===== config.mk =====
export PLATFORM = sky130hd
export DESIGN_NAME = fetch_unit
export DESIGN_NICKNAME = d
export VERILOG_FILES = /design/src/rtl/fetch_pkg.sv /design/src/rtl/fetch_queue.sv /design/src/rtl/fetch_unit.sv
export SDC_FILE = /design/constraint.sdc
export NUM_CORES = 1
export LEC_CHECK = 0
export CORE_ASPECT_RATIO = 1.1
export CORE_MARGIN = 2
export CORE_UTILIZATION = 52
export CTS_CLUSTER_DIAMETER = 200
export CTS_CLUSTER_SIZE = 12
export DETAILED_ROUTE_END_ITERATION = 7
export HOLD_SLACK_MARGIN = 0.05
export MAX_ROUTING_LAYER = met4
export PLACE_DENSITY = 0.8
export SLEW_MARGIN = 20
export SYNTH_ARGS = -nofsm -noshare
export SYNTH_HDL_FRONTEND = slang
export SYNTH_HIERARCHICAL = 1
export SYNTH_SLANG_ARGS = --single-unit

===== constraint.sdc =====
create_clock -name clk -period 4.3 [get_ports clk]
set_input_delay 0.645 -clock clk [delete_from_list [all_inputs] [get_ports clk]]
set_output_delay 0.645 -clock clk [all_outputs]
set_load 0.05 [all_outputs]

===== src/rtl/fetch_pkg.sv =====
// Shared fetch-stage types and constants: machine word size, instruction size,
// default boot PC and the queue entry layout.
package fetch_pkg;
  localparam int XLEN = 32;
  localparam int INST_BYTES = 4;
  localparam logic [XLEN-1:0] RESET_PC_DEF = 32'h0;

  typedef struct packed {
    logic [XLEN-1:0] pc;
    logic [XLEN-1:0] data;
    logic            filled;
  } fetch_entry_t;
endpackage


===== src/rtl/fetch_queue.sv =====
// Circular buffer of in-flight fetches. Entries are allocated on request issue,
// filled in order as responses return, and popped in order by decode.
module fetch_queue
  import fetch_pkg::*;
#(
  parameter int DEPTH = 2,
  localparam int PW = $clog2(DEPTH),
  localparam int CW = PW + 1
) (
  input  logic            clk,
  input  logic            reset,
  input  logic            flush,
  input  logic            alloc,
  input  logic [XLEN-1:0] alloc_pc,
  input  logic            fill,
  input  logic [XLEN-1:0] fill_data,
  input  logic            pop,
  output logic [XLEN-1:0] head_pc,
  output logic [XLEN-1:0] head_data,
  output logic            head_filled,
  output logic [CW-1:0]   alloc_cnt,
  output logic [CW-1:0]   pend_cnt
);
  fetch_entry_t q [DEPTH];
  logic [PW-1:0] alloc_ptr, fill_ptr, head_ptr;

  assign head_pc     = q[head_ptr].pc;
  assign head_data   = q[head_ptr].data;
  assign head_filled = q[head_ptr].filled;

  // alloc, fill and pop always target distinct entries: alloc takes a free slot,
  // fill an allocated-unfilled one, pop a filled one.
  always_ff @(posedge clk or negedge reset) begin
    if (!reset) begin
      for (int i = 0; i < DEPTH; i++) q[i] <= '0;
      alloc_ptr <= '0;
      fill_ptr  <= '0;
      head_ptr  <= '0;
      alloc_cnt <= '0;
      pend_cnt  <= '0;
    end else if (flush) begin
      for (int i = 0; i < DEPTH; i++) q[i].filled <= 1'b0;
      alloc_ptr <= '0;
      fill_ptr  <= '0;
      head_ptr  <= '0;
      alloc_cnt <= '0;
      pend_cnt  <= '0;
    end else begin
      if (alloc) begin
        q[alloc_ptr].pc     <= alloc_pc;
        q[alloc_ptr].filled <= 1'b0;
        alloc_ptr           <= alloc_ptr + PW'(1);
      end
      if (fill) begin
        q[fill_ptr].data   <= fill_data;
        q[fill_ptr].filled <= 1'b1;
        fill_ptr           <= fill_ptr + PW'(1);
      end
      if (pop) begin
        q[head_ptr].filled <= 1'b0;
        head_ptr           <= head_ptr + PW'(1);
      end
      alloc_cnt <= alloc_cnt + CW'(alloc) - CW'(pop);
      pend_cnt  <= pend_cnt + CW'(alloc) - CW'(fill);
    end
  end
endmodule


===== src/rtl/fetch_unit.sv =====
// Decoupled fetch stage: owns the PC, issues word requests to instruction memory,
// queues returned words and offers {pc, inst} to decode; redirects flush it.
module fetch_unit
  import fetch_pkg::*;
#(
  parameter int              DEPTH    = 2,
  parameter logic [XLEN-1:0] RESET_PC = RESET_PC_DEF
) (
  input  logic        clk,
  input  logic        reset,
  output logic        imem_req_valid,
  input  logic        imem_req_ready,
  output logic [31:0] imem_req_addr,
  input  logic        imem_resp_valid,
  input  logic [31:0] imem_resp_data,
  output logic        inst_valid,
  input  logic        inst_ready,
  output logic [31:0] inst_data,
  output logic [31:0] inst_pc,
  input  logic        redirect_valid,
  input  logic [31:0] redirect_pc,
  input  logic        halt,
  output logic        busy
);
  localparam int CW = $clog2(DEPTH) + 1;

  logic [XLEN-1:0] fetch_pc;
  logic [CW-1:0]   alloc_cnt, pend_cnt, drop_cnt;
  logic [CW:0]     inflight;
  logic            req_fire, resp_drop, resp_fill, pop, head_filled;

  // Slots still owed a response (queued or to-be-dropped) bound new issue.
  assign inflight       = {1'b0, alloc_cnt} + {1'b0, drop_cnt};
  assign imem_req_valid = reset && !halt && !redirect_valid && (inflight < (CW+1)'(DEPTH));
  assign imem_req_addr  = fetch_pc;
  assign req_fire       = imem_req_valid && imem_req_ready;

  assign resp_drop = imem_resp_valid && (drop_cnt != '0);
  assign resp_fill = imem_resp_valid && (drop_cnt == '0) && !redirect_valid;

  assign inst_valid = head_filled && !redirect_valid;
  assign pop        = inst_valid && inst_ready;
  assign busy       = (alloc_cnt != '0) || (drop_cnt != '0);

  fetch_queue #(.DEPTH(DEPTH)) u_queue (
    .clk         (clk),
    .reset       (reset),
    .flush       (redirect_valid),
    .alloc       (req_fire),
    .alloc_pc    (fetch_pc),
    .fill        (resp_fill),
    .fill_data   (imem_resp_data),
    .pop         (pop),
    .head_pc     (inst_pc),
    .head_data   (inst_data),
    .head_filled (head_filled),
    .alloc_cnt   (alloc_cnt),
    .pend_cnt    (pend_cnt)
  );

  always_ff @(posedge clk or negedge reset) begin
    if (!reset) begin
      fetch_pc <= RESET_PC;
    end else if (redirect_valid) begin
      fetch_pc <= redirect_pc & ~XLEN'(INST_BYTES - 1);
    end else if (req_fire) begin
      fetch_pc <= fetch_pc + XLEN'(INST_BYTES);
    end
  end

  // On redirect every unfilled entry becomes a word to discard; a response
  // landing in the redirect cycle settles one of the outstanding slots.
  always_ff @(posedge clk or negedge reset) begin
    if (!reset) begin
      drop_cnt <= '0;
    end else if (redirect_valid) begin
      drop_cnt <= drop_cnt + pend_cnt - CW'(imem_resp_valid);
    end else begin
      drop_cnt <= drop_cnt - CW'(resp_drop);
    end
  end

  resp_legal: assert property (@(posedge clk) disable iff (!reset)
    imem_resp_valid |-> (pend_cnt != '0 || drop_cnt != '0));
endmodule


==> metrics.md, run 1 <==
| Metric | Value |
|---|---|
| Routed WL per cell | `18.75 µm` |
| P per Cell Area | `637.9 mW/mm²` |
| Fmax | `0.2783 GHz` |
| Syn avg cell area | `12.99 µm²` |
| # setup viols final | `0` |
| H-tree lvl count | `4` |
| P_sw | `2.551 mW` |
| Die Wd | `122.7 µm` |
| Total CTS buffers | `17` |
| Synthesized flop and latch total | `169` |
| Die H | `134.5 µm` |
| Nets | `870` |
| Switching share of total power | `38.16%` |
| Drt pass-1 iters | `5` |
| Startpoint Class | `register` |
| Commonest cells after routing, fill and taps aside | `186 x mux2_2, 168 x dfrtp_1, 163 x clkdlybuf4s50_1` |
| Synth Flop Type | `dfrtp_1` |
| Clk slew on worst S/H paths | `0.06 ns` |
| FILL cells | `1072` |
| Max FO, Critical Path | `5` |
| Met3 wire len | `755 µm` |
| Int Power | `4.134 mW` |
| Setup TNS | `0 ns` |
| Critical path class | `register to output port` |
| Worst-margin pin slew | `0.7715 ns` |
| R2R depth | `12` |
| Layout area overhead | `30.08%` |
| Register area share after synthesis | `52.49%` |
| Total grt overflow | `0` |
| Rows | `47` |
| Largest net degree at the start of global routing | `88` |
| Total GRT Usage | `24.48%` |
| Via count | `5667` |
| Cell variety after synth | `57` |
| Wl on met1 | `7584 µm` |
| Starting DRC count in detailed routing | `293` |
| CORE AREA | `0.01511 mm²` |
| Highest metal used | `met4` |
| Initial Utilization | `53.31%` |
| Hold WC Path Type | `register to register` |
| Worst skew pair latency | `0.42 ns` |
| Metal2 WL | `9959 µm` |
| Clk sinks | `169` |
| Drt drc | `0` |
| Vias in the first global route | `6009` |
| Clock group share of total power | `23.7%` |
| Tcrit/Tclk final | `83.57%` |
| Number of setup buffers added after CTS | `0` |
| Routed Wire Length | `18730 µm` |
| Most common cell after layout, fill and taps aside | `mux2_2` |
| Final Slew Violations | `0` |
| Hold Path Depth | `1` |
| Post-synth ARST share | `100.0%` |
| Status | `finished, final reports clean` |
| Ant. Diodes | `0` |
| Share of power burned in registers | `33.7%` |
| Die ar. | `0.01651 mm²` |
| Worst vdd ir | `476.0 µV` |
| CP endpoint kind | `output port` |
| Final HPWL DP | `12940 µm` |
| Root Driver | `clkbuf_16` |
| Placer Congestion | `0.8395` |
| CTS tree | `yes` |
| Critical Path RT | `3.65 ns` |
| Initial antenna violation count | `0` |
| Crit path DAT | `2.95 ns` |
| Final Cell Area | `0.01048 mm²` |
| Via/cell ratio | `5.673` |
| Post-synth EDFFs | `0` |
| Comb pwr share | `42.6%` |
| Worst Skew | `0.005464 ns` |
| Layout cells sized above 1 | `30.39%` |
| Max clock buf depth | `2` |
| Ys Warns | `6` |
| Max-Cap Viols | `0` |
| Cells after Synth | `620` |
| Static leakage | `4.701 nW` |
| Final Hold Violating Endpoints | `0` |
| Final ANT Viol Nets | `0` |
| Ports | `170` |
| DP Area | `0.009844 mm²` |
| Cell Area, Synth | `0.008056 mm²` |
| Crit path time final | `3.593 ns` |
| First-pass GRT wire length | `30570 µm` |
| PortBufs | `165` |
| Max_slew headroom | `48.57%` |
| Unrepaired setup endpoints after global routing | `no` |
cell usage after synthesis (7+ instances only):
cell type    n  area, µm²
inv_1       13      48.80
ha_1         8      100.1
mux2_1       7      78.83
a21oi_1     10      50.05
o21ai_0     14      70.07
buf_6        9      101.4
dfrtp_1    169       4229
nor2_1      16      60.06
o211ai_1    14      105.1
mux2_2     186       2095
nand3_1     21      105.1
buf_2       16      80.08
xnor2_1      9      78.83
nand2_1     38      142.6
cell families after synthesis:
| kind of cell | Yosys count | synth area share (%) |
|---|---|---|
| flip-flops | 169 | 52.49 |
| buffers and inverters | 49 | 3.619 |
| adder cells (fa/ha/maj) | 9 | 1.491 |
| AO/OA/AOI/OAI | 64 | 5.483 |
| AND/OR/NAND/NOR | 121 | 8.324 |
| other | 1 | 0.04655 |
| XOR/XNOR | 11 | 1.196 |
| multiplexers | 196 | 27.35 |
area by class of cell:
cell class / count / area [µm²] / share of cell area, %
clock inverter: 7 / 112.6 / 1.074
inverter: 15 / 61.31 / 0.5850
sequential: 169 / 4230 / 40.37
multi-input combinational: 407 / 3555 / 33.92
timing repair buffer: 180 / 1770 / 16.89
clock buffer: 25 / 505.5 / 4.823
tap: 196 / 245.2 / 2.340
power by group through the flow:
stage                     combinational [mW]  sequential (mW)  clock (mW)
after floorplan                         1.91             2.29           0
after global placement                  2.81             2.23           0
after detailed placement                2.86             2.28           0
after CTS                               2.87             2.25        1.62
after global routing                    2.98             2.30        1.69
final                                   2.85             2.25        1.59
metrics by stage:
step           cells  power, mW  hold slack, ns  utilization (%)  setup WS [ns]
2_1_floorplan    625      4.198          0.3494                -          1.212
3_3_place_gp     966      5.043          0.4267            65.14          1.088
3_5_place_dp     966      5.137          0.4264            65.14          1.059
4_1_cts          999      6.743          0.4897            69.29         0.6826
5_1_grt          999      6.973          0.4979            69.34         0.6083
6_report         999      6.685          0.4840            69.34         0.7066
layer usage:
layer | track usage (%) | up-vias
met5 | - | -
met4 | 8.748 | 0
met3 | 4.814 | 36
met2 | 40.45 | 170
met1 | 29.86 | 2872
li1 | - | 2589
flip-flops by register name, summed over array words and instances (netlist names):
name and count:
u_queue/q 130, u_queue/fill_ptr 1, u_queue/pend_cnt 2, u_queue/head_ptr 1, u_queue/alloc_cnt 2, drop_cnt 2, imem_req_addr 30, u_queue/alloc_ptr 1
repair_timing:
item	CTS	global route
endpoints found under the setup margin	0	0
hold endpoints to repair	1	0
resized for setup	0	0
hold buffers	1	0
worst max-delay path: stages (launching register included):
cell and delay (ns):
dfrtp_1 0.41, and2_1 0.16, fa_1 0.45, or4b_4 0.55, nor2_1 0.13, clkdlybuf4s50_1 0.81
path summary, 6_finish.rpt:
check                                           from                            end  slack, ns
setup / recovery               drop_cnt[0]$_DFF_PN0_                 imem_req_valid       0.71
hold reg to reg            u_queue/q[72]$_DFFE_PN0P_      u_queue/q[72]$_DFFE_PN0P_       0.48
hold / removal             u_queue/q[72]$_DFFE_PN0P_      u_queue/q[72]$_DFFE_PN0P_       0.48
min in group asynchronous                      reset      u_queue/q[40]$_DFFE_PN0P_       0.57
max in group asynchronous                      reset      u_queue/q[61]$_DFFE_PN0P_       2.80
setup reg to reg               drop_cnt[0]$_DFF_PN0_  u_queue/pend_cnt[1]$_DFF_PN0_       1.10
(Power assumes the default switching activity.)
==> run 2: changes to the inputs <==
CORE_UTILIZATION = 47   (was 52)
PLACE_DENSITY = 0.76   (was 0.8)
clock period = 3.05 ns   (was 4.3 ns; I/O delays follow)
==> metrics.md, run 2 (synthesis results as in run 1) <==
| Metric | Value |
|---|---|
| Status | `finished, final reports clean` |
| Clock group share of total power | `24.0%` |
| Drt pass-1 iters | `4` |
| Max-Cap Viols | `0` |
| P_sw | `3.699 mW` |
| Int Power | `5.819 mW` |
| Total CTS buffers | `17` |
| # setup viols final | `0` |
| H-tree lvl count | `4` |
| Starting DRC count in detailed routing | `218` |
| Worst-margin pin slew | `0.9734 ns` |
| Startpoint Class | `register` |
| Routed WL per cell | `19.22 µm` |
| Layout area overhead | `31.34%` |
| Final ANT Viol Nets | `0` |
| Setup TNS | `0 ns` |
| Final Hold Violating Endpoints | `0` |
| CORE AREA | `0.01689 mm²` |
| Max clock buf depth | `2` |
| Unrepaired setup endpoints after global routing | `no` |
| Ports | `170` |
| P per Cell Area | `899.4 mW/mm²` |
| CP endpoint kind | `output port` |
| FILL cells | `1343` |
| Pwr Total | `9.517 mW` |
| Worst path slowest cell | `or4b_4` |
| Tcrit/Tclk final | `96.82%` |
| Rows | `50` |
| CTS tree | `yes` |
| Total GRT Usage | `23.05%` |
| First-pass GRT wire length | `31650 µm` |
| Top reg by flops | `u_queue/q` |
| Initial Utilization | `47.70%` |
| Die Wd | `128.8 µm` |
| Worst Skew | `0.008524 ns` |
| Initial antenna violation count | `2` |
| Total grt overflow | `0` |
| Comb pwr share | `42.7%` |
| Crit path DAT | `2.50 ns` |
| CP bufs+invs | `2` |
| CP peak stage delay | `0.49 ns` |
| Worst vdd ir | `489.0 µV` |
| Critical path class | `register to output port` |
| Max FO, Critical Path | `3` |
| Crit-path cells | `and2_1 -> fa_1 -> or4b_4 -> buf_4 -> nor2_1 -> buf_12` |
| Max_slew headroom | `35.11%` |
| Nets | `872` |
| Switching share of total power | `38.86%` |
| Drt drc | `0` |
| Via/cell ratio | `5.633` |
| Highest metal used | `met4` |
| Via count | `5717` |
| Number of setup buffers added after CTS | `0` |
| Metal2 WL | `10400 µm` |
| Routed Wire Length | `19510 µm` |
| Share of power burned in registers | `33.3%` |
| Placer Congestion | `0.8262` |
| Clk sinks | `169` |
| Critical Path RT | `2.59 ns` |
| Layout cells sized above 1 | `31.43%` |
| Static leakage | `4.735 nW` |
| Fmax | `0.3386 GHz` |
| Most common cell after layout, fill and taps aside | `mux2_2` |
| CP delay by family, top | `simple AND/OR/NAND/NOR gates` |
| Met3 wire len | `636 µm` |
| Clk slew on worst S/H paths | `0.07 ns` |
| Final Slew Violations | `0` |
| Die ar. | `0.01821 mm²` |
| Crit path time final | `2.953 ns` |
| Commonest cells after routing, fill and taps aside | `186 x mux2_2, 168 x dfrtp_1, 161 x clkdlybuf4s50_1` |
| Hold WC Path Type | `input pin to async pin` |
| Final HPWL DP | `13180 µm` |
| PortBufs | `165` |
| Vias in the first global route | `6234` |
| Die H | `141.3 µm` |
| Wl on met1 | `8024 µm` |
| Worst skew pair latency | `0.42 ns` |
| Max reg flops | `130` |
| Root Driver | `clkbuf_16` |
| Largest net degree at the start of global routing | `170` |
==> run 2: cell types whose count changed in the layout (fill, tap and decap cells not counted), sizes merged, moves of 2 or more <==
cell and change:
buf +5, clkbuf -5, clkdlybuf4s50 -2, clkinv +2, diode +2, inv +3
==> run 2: routing by layer <==
layer / vias up / track usage, %
met3: 29 / 3.544
met2: 147 / 39.32
li1: 2596 / -
met1: 2945 / 27.34
met5: - / -
met4: 0 / 9.382
==> run 2: final cells by class <==
cell class                      count  area [µm²]  share of cell area, %
Sequential cell                   169        4230                  39.98
Multi-Input combinational cell    407        3557                  33.62
Timing Repair Buffer              182        1837                  17.36
Clock buffer                       20       466.7                  4.411
Tap cell                          208       260.3                  2.460
Clock inverter                     12       163.9                  1.549
Inverter                           15       61.31                 0.5794
Antenna cell                        2       5.005                0.04730
==> run 2: timing repair <==
action | in CTS | in global routing
setup endpoints to repair | 0 | 24
gates resized for setup | 0 | 2
hold buffers | 0 | 0
==> run 2: power groups by stage <==
stage / registers (mW) / logic [mW] / clock network [mW]
2_1_floorplan: 3.22 / 2.70 / 0
3_3_place_gp: 3.13 / 4.01 / 0
3_5_place_dp: 3.21 / 4.08 / 0
4_1_cts: 3.17 / 4.10 / 2.33
5_1_grt: 3.25 / 4.25 / 2.43
6_report: 3.17 / 4.07 / 2.28
==> run 2: worst paths after layout <==
check / from / end / slack, ns / depth (start not counted)
min: reset / u_queue/q[35]$_DFFE_PN0P_ / 0.14 / 2
min in group clk: u_queue/q[109]$_DFFE_PN0P_ / u_queue/q[109]$_DFFE_PN0P_ / 0.49 / 1
min reg2reg: u_queue/q[109]$_DFFE_PN0P_ / u_queue/q[109]$_DFFE_PN0P_ / 0.49 / 1
max in group asynchronous: reset / u_queue/head_ptr$_DFFE_PN0P_ / 2.10 / 2
max: u_queue/alloc_cnt[0]$_DFF_PN0_ / imem_req_valid / 0.1 / 6
max reg2reg: u_queue/alloc_cnt[0]$_DFF_PN0_ / u_queue/q[115]$_DFFE_PN0P_ / 0.16 / 9
==> run 2: worst register-to-register path, stage by stage, from the launching register on <==
cell and delay [ns]:
dfrtp_1 0.39, and2_1 0.17, fa_1 0.44, or4b_4 0.49, or2_4 0.29, inv_6 0.06, inv_2 0.06, nor3_4 0.25
buf_12 0.23, mux2_2 0.40
==> run 2: through the flow <==
stage | instances | hold slack, ns | setup WS, ns | instance area (µm²) | util, %
after floorplan | 625 | 0.1619 | 0.001974 | 8079 | -
after global placement | 981 | 0.4631 | 0.1366 | 9940 | 58.84
after detailed placement | 981 | 0.4775 | 0.08426 | 9940 | 58.84
after CTS | 1013 | 0.2627 | 0.05449 | 10570 | 62.58
after global routing | 1015 | 0.2839 | 0.02043 | 10580 | 62.64
final | 1015 | 0.1360 | 0.09690 | 10580 | 62.64
